--- config.mk ---
export PLATFORM = sky130hd
export DESIGN_NAME = pic_priority_controller_n
export DESIGN_NICKNAME = d
export VERILOG_FILES = /design/src/rtl/pic_priority_controller_n.sv
export SDC_FILE = /design/constraint.sdc
export NUM_CORES = 1
export LEC_CHECK = 0
export BUFFER_PORTS_ARGS = -buffer_cell sky130_fd_sc_hd__buf_4
export CAP_MARGIN = 20
export CORE_MARGIN = 1.5
export CORE_UTILIZATION = 53
export CTS_CLUSTER_SIZE = 30
export DETAILED_ROUTE_END_ITERATION = 6
export GPL_TIMING_DRIVEN = 1
export PLACE_DENSITY_LB_ADDON = 0.3
export SLEW_MARGIN = 20
export SYNTH_ARGS = -nofsm -noshare
export SYNTH_HDL_FRONTEND = slang
export SYNTH_SLANG_ARGS = --single-unit
export TNS_END_PERCENT = 5
--- constraint.sdc ---
create_clock -name clock -period 4.64 [get_ports clock]
set_input_delay 0.464 -clock clock [delete_from_list [all_inputs] [get_ports clock]]
set_output_delay 0.464 -clock clock [all_outputs]
set_load 0.01 [all_outputs]
--- src/rtl/pic_priority_controller_n.sv ---
// -----------------------------------------------------------------------------
// pic_priority_controller_n
//
// Rotating-priority interrupt controller core in the style of an 8259. It
// collects NUM_IRQ request lines into an interrupt request register (IRR),
// resolves the highest pending unmasked request against the in-service
// register (ISR), raises INT to the CPU, and answers a two-pulse INTA#
// handshake with a vector on the second pulse.
//
// Ports
//   clock                          rising-edge system clock
//   reset_n                        asynchronous active-low reset
//   write_initial_command_word_1   one-cycle synchronous re-initialise pulse
//   level_or_edge_triggered_config 1 = level-sensitive IRR, 0 = edge-sensitive
//   auto_eoi_config                clear ISR bit automatically at end of INTA
//   auto_rotate_mode               rotate priority on automatic EOI
//   vector_base                    upper vector bits (low ID_WIDTH ignored)
//   interrupt_request              synchronous IR lines
//   interrupt_mask                 1 = channel masked (stays pending in IRR)
//   write_eoi                      end-of-interrupt command pulse
//   eoi_specific                   1 = clear ISR[eoi_level], 0 = highest set
//   eoi_rotate                     load lowest priority with the cleared level
//   eoi_level                      level for a specific EOI
//   interrupt_acknowledge_n        synchronised INTA#
//   interrupt_to_cpu               INT request to the CPU
//   vector_out                     vector, valid while vector_enable = 1
//   vector_enable                  data-bus drive qualifier
//   interrupt_request_register     IRR
//   in_service_register            ISR
//   spurious_interrupt             one-cycle pulse on acknowledge with no
//                                  serviceable request
// -----------------------------------------------------------------------------
module pic_priority_controller_n #(
  parameter int NUM_IRQ      = 8,
  parameter int VECTOR_WIDTH = 8,
  localparam int ID_WIDTH    = $clog2(NUM_IRQ)
) (
  input  logic                    clock,
  input  logic                    reset_n,
  input  logic                    write_initial_command_word_1,
  input  logic                    level_or_edge_triggered_config,
  input  logic                    auto_eoi_config,
  input  logic                    auto_rotate_mode,
  input  logic [VECTOR_WIDTH-1:0] vector_base,
  input  logic [NUM_IRQ-1:0]      interrupt_request,
  input  logic [NUM_IRQ-1:0]      interrupt_mask,
  input  logic                    write_eoi,
  input  logic                    eoi_specific,
  input  logic                    eoi_rotate,
  input  logic [ID_WIDTH-1:0]     eoi_level,
  input  logic                    interrupt_acknowledge_n,
  output logic                    interrupt_to_cpu,
  output logic [VECTOR_WIDTH-1:0] vector_out,
  output logic                    vector_enable,
  output logic [NUM_IRQ-1:0]      interrupt_request_register,
  output logic [NUM_IRQ-1:0]      in_service_register,
  output logic                    spurious_interrupt
);

  typedef enum logic [1:0] {IDLE, ACK1, ACK2} state_t;

  // Result of a rotating priority search: rank 0 is the highest priority.
  typedef struct packed {
    logic                found;
    logic [ID_WIDTH-1:0] rank;
    logic [ID_WIDTH-1:0] id;
  } pick_t;

  localparam logic [ID_WIDTH-1:0] LOWEST_RESET = ID_WIDTH'(NUM_IRQ - 1);

  state_t                  state_reg, state_next;
  logic [NUM_IRQ-1:0]      irr_reg, irr_next;
  logic [NUM_IRQ-1:0]      isr_reg, isr_next;
  logic [ID_WIDTH-1:0]     lowest_reg, lowest_next;
  logic [ID_WIDTH-1:0]     ack_id_reg, ack_id_next;
  logic                    ack_spurious_reg, ack_spurious_next;
  logic                    int_reg, int_next;
  logic                    spurious_reg, spurious_next;
  logic                    vec_en_reg, vec_en_next;
  logic [VECTOR_WIDTH-1:0] vec_out_reg, vec_out_next;
  logic                    inta_prev_reg;
  logic [NUM_IRQ-1:0]      req_prev_reg;

  logic                    inta_fall;
  logic                    inta_rise;
  logic [NUM_IRQ-1:0]      irr_sampled;
  logic [NUM_IRQ-1:0]      irr_unmasked;
  pick_t                   cand;
  pick_t                   isr_pick;
  logic                    int_cond;
  logic                    vector_base_unused;

  // The low vector bits are replaced by the acknowledged channel id.
  assign vector_base_unused = ^vector_base[ID_WIDTH-1:0];

  // Scan levels starting just above 'lowest'; the last hit in a descending
  // loop is the one with the smallest rank, i.e. the highest priority.
  function automatic pick_t pick_highest(input logic [NUM_IRQ-1:0] vec,
                                         input logic [ID_WIDTH-1:0] lowest);
    pick_t               p;
    logic [ID_WIDTH-1:0] idx;
    p   = '0;
    idx = '0;
    for (int j = NUM_IRQ - 1; j >= 0; j--) begin
      idx = lowest + ID_WIDTH'(j) + ID_WIDTH'(1);
      if (vec[idx]) begin
        p.found = 1'b1;
        p.rank  = ID_WIDTH'(j);
        p.id    = idx;
      end
    end
    return p;
  endfunction

  assign inta_fall = inta_prev_reg & ~interrupt_acknowledge_n;
  assign inta_rise = ~inta_prev_reg & interrupt_acknowledge_n;

  // Per-channel IRR update when not frozen by an acknowledge cycle.
  for (genvar gi = 0; gi < NUM_IRQ; gi++) begin : g_irr
    assign irr_sampled[gi] = level_or_edge_triggered_config
                             ? interrupt_request[gi]
                             : (irr_reg[gi] | (interrupt_request[gi] & ~req_prev_reg[gi]));
  end

  assign irr_unmasked = irr_reg & ~interrupt_mask;
  assign cand         = pick_highest(irr_unmasked, lowest_reg);
  assign isr_pick     = pick_highest(isr_reg, lowest_reg);
  // A request is serviceable only if it outranks everything in service.
  assign int_cond     = cand.found && (!isr_pick.found || (cand.rank < isr_pick.rank));

  always_comb begin
    state_next        = state_reg;
    irr_next          = irr_reg;
    isr_next          = isr_reg;
    lowest_next       = lowest_reg;
    ack_id_next       = ack_id_reg;
    ack_spurious_next = ack_spurious_reg;
    int_next          = 1'b0;
    spurious_next     = 1'b0;
    vec_en_next       = vec_en_reg;
    vec_out_next      = vec_out_reg;

    // EOI clears are applied first so that an acknowledge setting the same
    // ISR bit in this cycle overrides them.
    if (write_eoi) begin
      if (eoi_specific) begin
        isr_next[eoi_level] = 1'b0;
        if (eoi_rotate) lowest_next = eoi_level;
      end else if (isr_pick.found) begin
        isr_next[isr_pick.id] = 1'b0;
        if (eoi_rotate) lowest_next = isr_pick.id;
      end
    end

    unique case (state_reg)
      IDLE: begin
        irr_next = irr_sampled;
        int_next = int_cond;
        if (inta_fall) begin
          state_next = ACK1;
          int_next   = 1'b0;
          irr_next   = irr_reg;     // IRR is frozen from the latch cycle on
          if (int_cond) begin
            ack_id_next        = cand.id;
            ack_spurious_next  = 1'b0;
            isr_next[cand.id]  = 1'b1;
            irr_next[cand.id]  = 1'b0;
          end else begin
            ack_id_next       = LOWEST_RESET;
            ack_spurious_next = 1'b1;
            spurious_next     = 1'b1;
          end
        end
      end
      ACK1: begin
        if (inta_rise) state_next = ACK2;
      end
      ACK2: begin
        if (inta_fall) begin
          vec_en_next  = 1'b1;
          vec_out_next = {vector_base[VECTOR_WIDTH-1:ID_WIDTH], ack_id_reg};
        end else if (inta_rise) begin
          state_next   = IDLE;
          vec_en_next  = 1'b0;
          vec_out_next = '0;
          if (auto_eoi_config && !ack_spurious_reg) begin
            isr_next[ack_id_reg] = 1'b0;
            if (auto_rotate_mode) lowest_next = ack_id_reg;
          end
        end
      end
      default: state_next = IDLE;
    endcase

    if (write_initial_command_word_1) begin
      state_next        = IDLE;
      irr_next          = '0;
      isr_next          = '0;
      lowest_next       = LOWEST_RESET;
      ack_id_next       = '0;
      ack_spurious_next = 1'b0;
      int_next          = 1'b0;
      spurious_next     = 1'b0;
      vec_en_next       = 1'b0;
      vec_out_next      = '0;
    end
  end

  // Edge history resets to all-ones: a line already high at (re)initialise
  // must fall and rise again before it is latched in edge mode.
  always_ff @(posedge clock or negedge reset_n) begin
    if (!reset_n) begin
      state_reg        <= IDLE;
      irr_reg          <= '0;
      isr_reg          <= '0;
      lowest_reg       <= LOWEST_RESET;
      ack_id_reg       <= '0;
      ack_spurious_reg <= 1'b0;
      int_reg          <= 1'b0;
      spurious_reg     <= 1'b0;
      vec_en_reg       <= 1'b0;
      vec_out_reg      <= '0;
      inta_prev_reg    <= 1'b1;
      req_prev_reg     <= '1;
    end else begin
      state_reg        <= state_next;
      irr_reg          <= irr_next;
      isr_reg          <= isr_next;
      lowest_reg       <= lowest_next;
      ack_id_reg       <= ack_id_next;
      ack_spurious_reg <= ack_spurious_next;
      int_reg          <= int_next;
      spurious_reg     <= spurious_next;
      vec_en_reg       <= vec_en_next;
      vec_out_reg      <= vec_out_next;
      inta_prev_reg    <= write_initial_command_word_1 ? 1'b1 : interrupt_acknowledge_n;
      req_prev_reg     <= write_initial_command_word_1 ? '1 : interrupt_request;
    end
  end

  assign interrupt_to_cpu           = int_reg;
  assign vector_out                 = vec_out_reg;
  assign vector_enable              = vec_en_reg;
  assign interrupt_request_register = irr_reg;
  assign in_service_register        = isr_reg;
  assign spurious_interrupt         = spurious_reg;

endmodule

==> qor.yml <==
status: "finished clean"
fin_tns_setup_ns: 0
yosys.area.top_type: "dfrtp_1"
p_clk_share_pct: 14.3
grt_remaining_overflow: 0
grtUsageMet2_pct: 51.7
initial_core_util_pct: 55.4
area_delta_synth_final_pct: 12.2
num_vias: 4825
ff2ff_setup_slack_ns: 0.42
die_h_um: 99.1
required_ns: 4.84
nets: 644
ctsResizeCount: 0
p_leak_nw: 2.33
ios: 64
pwr-share-comb_pct: 60.6
syn_avg_cell_area_um2: 8.78
synth_mux_area_share_pct: 20.6
synth_top_family_by_area: "compound AO/OA/AOI/OAI gates"
dpl.cell_count: 703
use_met1_pct: 41.2
cts_setup_buffers: 0
finalHoldViolations: 0
reg2reg_to: "in_service_register[1]$_DFF_PN0_"
ys_warn_count: 0
synthArstFlopShare_pct: 100
ant_nets: 0
cts.clk_slew.worst_paths_ns: 0.09
grt_setup_unrepaired: "false"
yosys.area_share.simple_pct: 19.1
maxSlewHeadroom_pct: 49.5
met3_usage_pct: 3.94
synth_seq_cells: 45
routed_wl_mm: 14.6
grt.total_usage_pct: 30.8
layout-drive-gt1-share_pct: 25.7
synthAdderAreaFrac_pct: 1.28
synth_xor_area_share_pct: 1.48
cts-buffers-inserted: 5
critPathMaxFanout: 13
ctsRootBufferMaster: "clkbuf_8"
max_freq_mhz: 237
core_area_um2: 8850
drt_iter0_drc: 271
start_kind: "flip-flop"
synth-edff-count: 0
crit_type: "flip-flop to flip-flop"
portBuffers: 60
syn_area_um2: 4900
grt_pass1_vias: 4840
p_per_area_nw_per_um2: 365
globalplace.congestion: 0.953
cts_tree: "done"
antenna_found_initial: 0
synth_compound_area_share_pct: 28.5
busiest_layer: "met2"
p_seq_share_pct: 25.2
htreeDepth: 2
worstMarginPinSlew_ns: 0.752
grt_pass1_wl_mm: 24.3
cts.path.max_buffers: 2
routedWlPerCell_um: 20.6
irDropWorstVdd_v: 0.000275
total_power_mw: 2.00
finalSetupViolCount: 0
dieArea_um2: 9830
synth.area.top_cells: "dfrtp_1 17%, mux4_2 11%, mux2i_1 6.9%"
drc: 0
r2r_cells: 15
drt_first_pass_iters: 5
power.internal_mw: 1.03
postCtsHoldBufs: 0
final_cells: 711
swShare_pct: 48.5
syn_nets: 600
yosysTopAreaCellShare_pct: 16.9
finalMaxSlewViolations: 0
endpoint_kind: "flip-flop"
insertion_delay_ns: 0.30
grt_max_degree: 46
clock_sinks: 45
synth-main-ff-cell: "dfrtp_1"
viasPerCell: 6.79
ys_types: 79
synthCells: 558
hp-class: "primary input to asynchronous set/reset pin"
std_cell_rows: 34
yosysSeqAreaShare_pct: 23.3
die_w_um: 99.1
reg2reg_from: "lowest_reg[0]$_DFF_PN1_"
min_period_ns: 4.22
arrival_ns: 4.42
p_sw_mw: 0.972
fin_skew_ns: 0.0120
diodes: 0
hpwl_mm: 11.1
period_share_pct: 91.0
maxCapViolCount: 0
## worst max-delay path, stage by stage (launching register included)
cell	delay [ns]
dfstp_2	0.56
inv_2	0.16
ha_1	0.39
buf_4	0.24
mux4_2	0.42
nor2_1	0.19
a22oi_1	0.12
a21oi_1	0.34
o21ai_0	0.24
ha_1	0.32
o21ai_0	0.18
nand2b_1	0.10
nand2b_1	0.12
nand3_2	0.14
a211o_1	0.36
o31ai_1	0.23
## power groups by stage
stage          sequential (mW)  combinational [mW]  clock [mW]
6_report                 0.504                1.21       0.286
5_1_grt                  0.511                1.31       0.303
4_1_cts                  0.502                1.19       0.286
3_5_place_dp             0.509                1.18           0
3_3_place_gp             0.507                1.16           0
2_1_floorplan            0.478               0.885           0
## cells in the final DEF (no fill, tap or decap), types with 22 or more instances in the layout
cell type   n
nor2_1     33
a21oi_1    27
buf_4      73
mux4_2     24
o21ai_0    37
nand2_1    60
dfrtp_1    33
inv_1      22
nand2b_1   22
mux2i_1    34
## layer usage
metal	vias up	part of all wire (%)
met5	-	0
met4	0	3.0
met3	36	8.0
met2	248	48
met1	2325	41
li1	2216	-
## worst max path at each step
stage / start / end / slack, ns
after global routing: lowest_reg[0]$_DFF_PN1_ / in_service_register[1]$_DFF_PN0_ / 0.09
after floorplan: lowest_reg[1]$_DFF_PN1_ / in_service_register[1]$_DFF_PN0_ / 0.63
final: lowest_reg[0]$_DFF_PN1_ / in_service_register[1]$_DFF_PN0_ / 0.42
after detailed placement: lowest_reg[0]$_DFF_PN1_ / interrupt_request_register[1]$_DFFE_PN0P_ / 0.51
after global placement: lowest_reg[0]$_DFF_PN1_ / in_service_register[1]$_DFF_PN0_ / 0.60
after CTS: lowest_reg[0]$_DFF_PN1_ / interrupt_request_register[1]$_DFFE_PN0P_ / 0.49
## area by class of cell
cell class	count	area (um^2)
inverters	24	90.1
flip-flops and latches	45	1140
multi-input cells	453	3470
well taps	108	135
fillers	762	3350
repair buffers	73	548
clock inverters	2	13.8
clock buffers	6	93.8
## cell usage after synthesis (3+ instances only)
library cell	count
inv_1	22
o31a_1	3
or3_1	4
a211oi_2	3
clkbuf_1	18
a221oi_1	4
dfrtp_1	33
nor2_1	33
o221ai_1	3
nand4_1	4
o31ai_1	4
mux2_2	3
a22o_1	11
o22ai_1	8
and2_1	5
a31oi_1	12
mux2i_4	3
o21ai_0	37
mux4_2	24
nor3b_1	3
buf_6	5
a21o_1	13
nand2b_1	22
dfstp_2	12
nand2_1	60
o211ai_1	13
a31o_2	3
a22oi_1	7
nor3_1	6
nand3b_1	3
nand3_1	13
o2111ai_1	5
a41o_1	3
mux2i_1	34
nor2b_1	17
buf_2	10
or2_2	10
o21ai_1	3
a21oi_1	27
ha_1	5
## kinds of logic after synthesis
logic type,after synthesis
simple gates,187
xor+xnor,5
compound gates,190
flops,45
buf+inv,60
fa+ha+maj,5
mux,66
## metrics by stage
stage / cell area, um^2 / hold slack, ns / setup WS (ns) / util [%]
floorplan: 4900 / 0.168 / 0.633 / -
global placement: 5390 / 0.468 / 0.605 / 60.9
detailed placement: 5390 / 0.479 / 0.513 / 60.9
CTS: 5500 / 0.169 / 0.488 / 62.1
global route: 5500 / 0.189 / 0.0921 / 62.1
finish: 5500 / 0.143 / 0.420 / 62.1
Note: power is estimated with default switching activity, not from simulation.
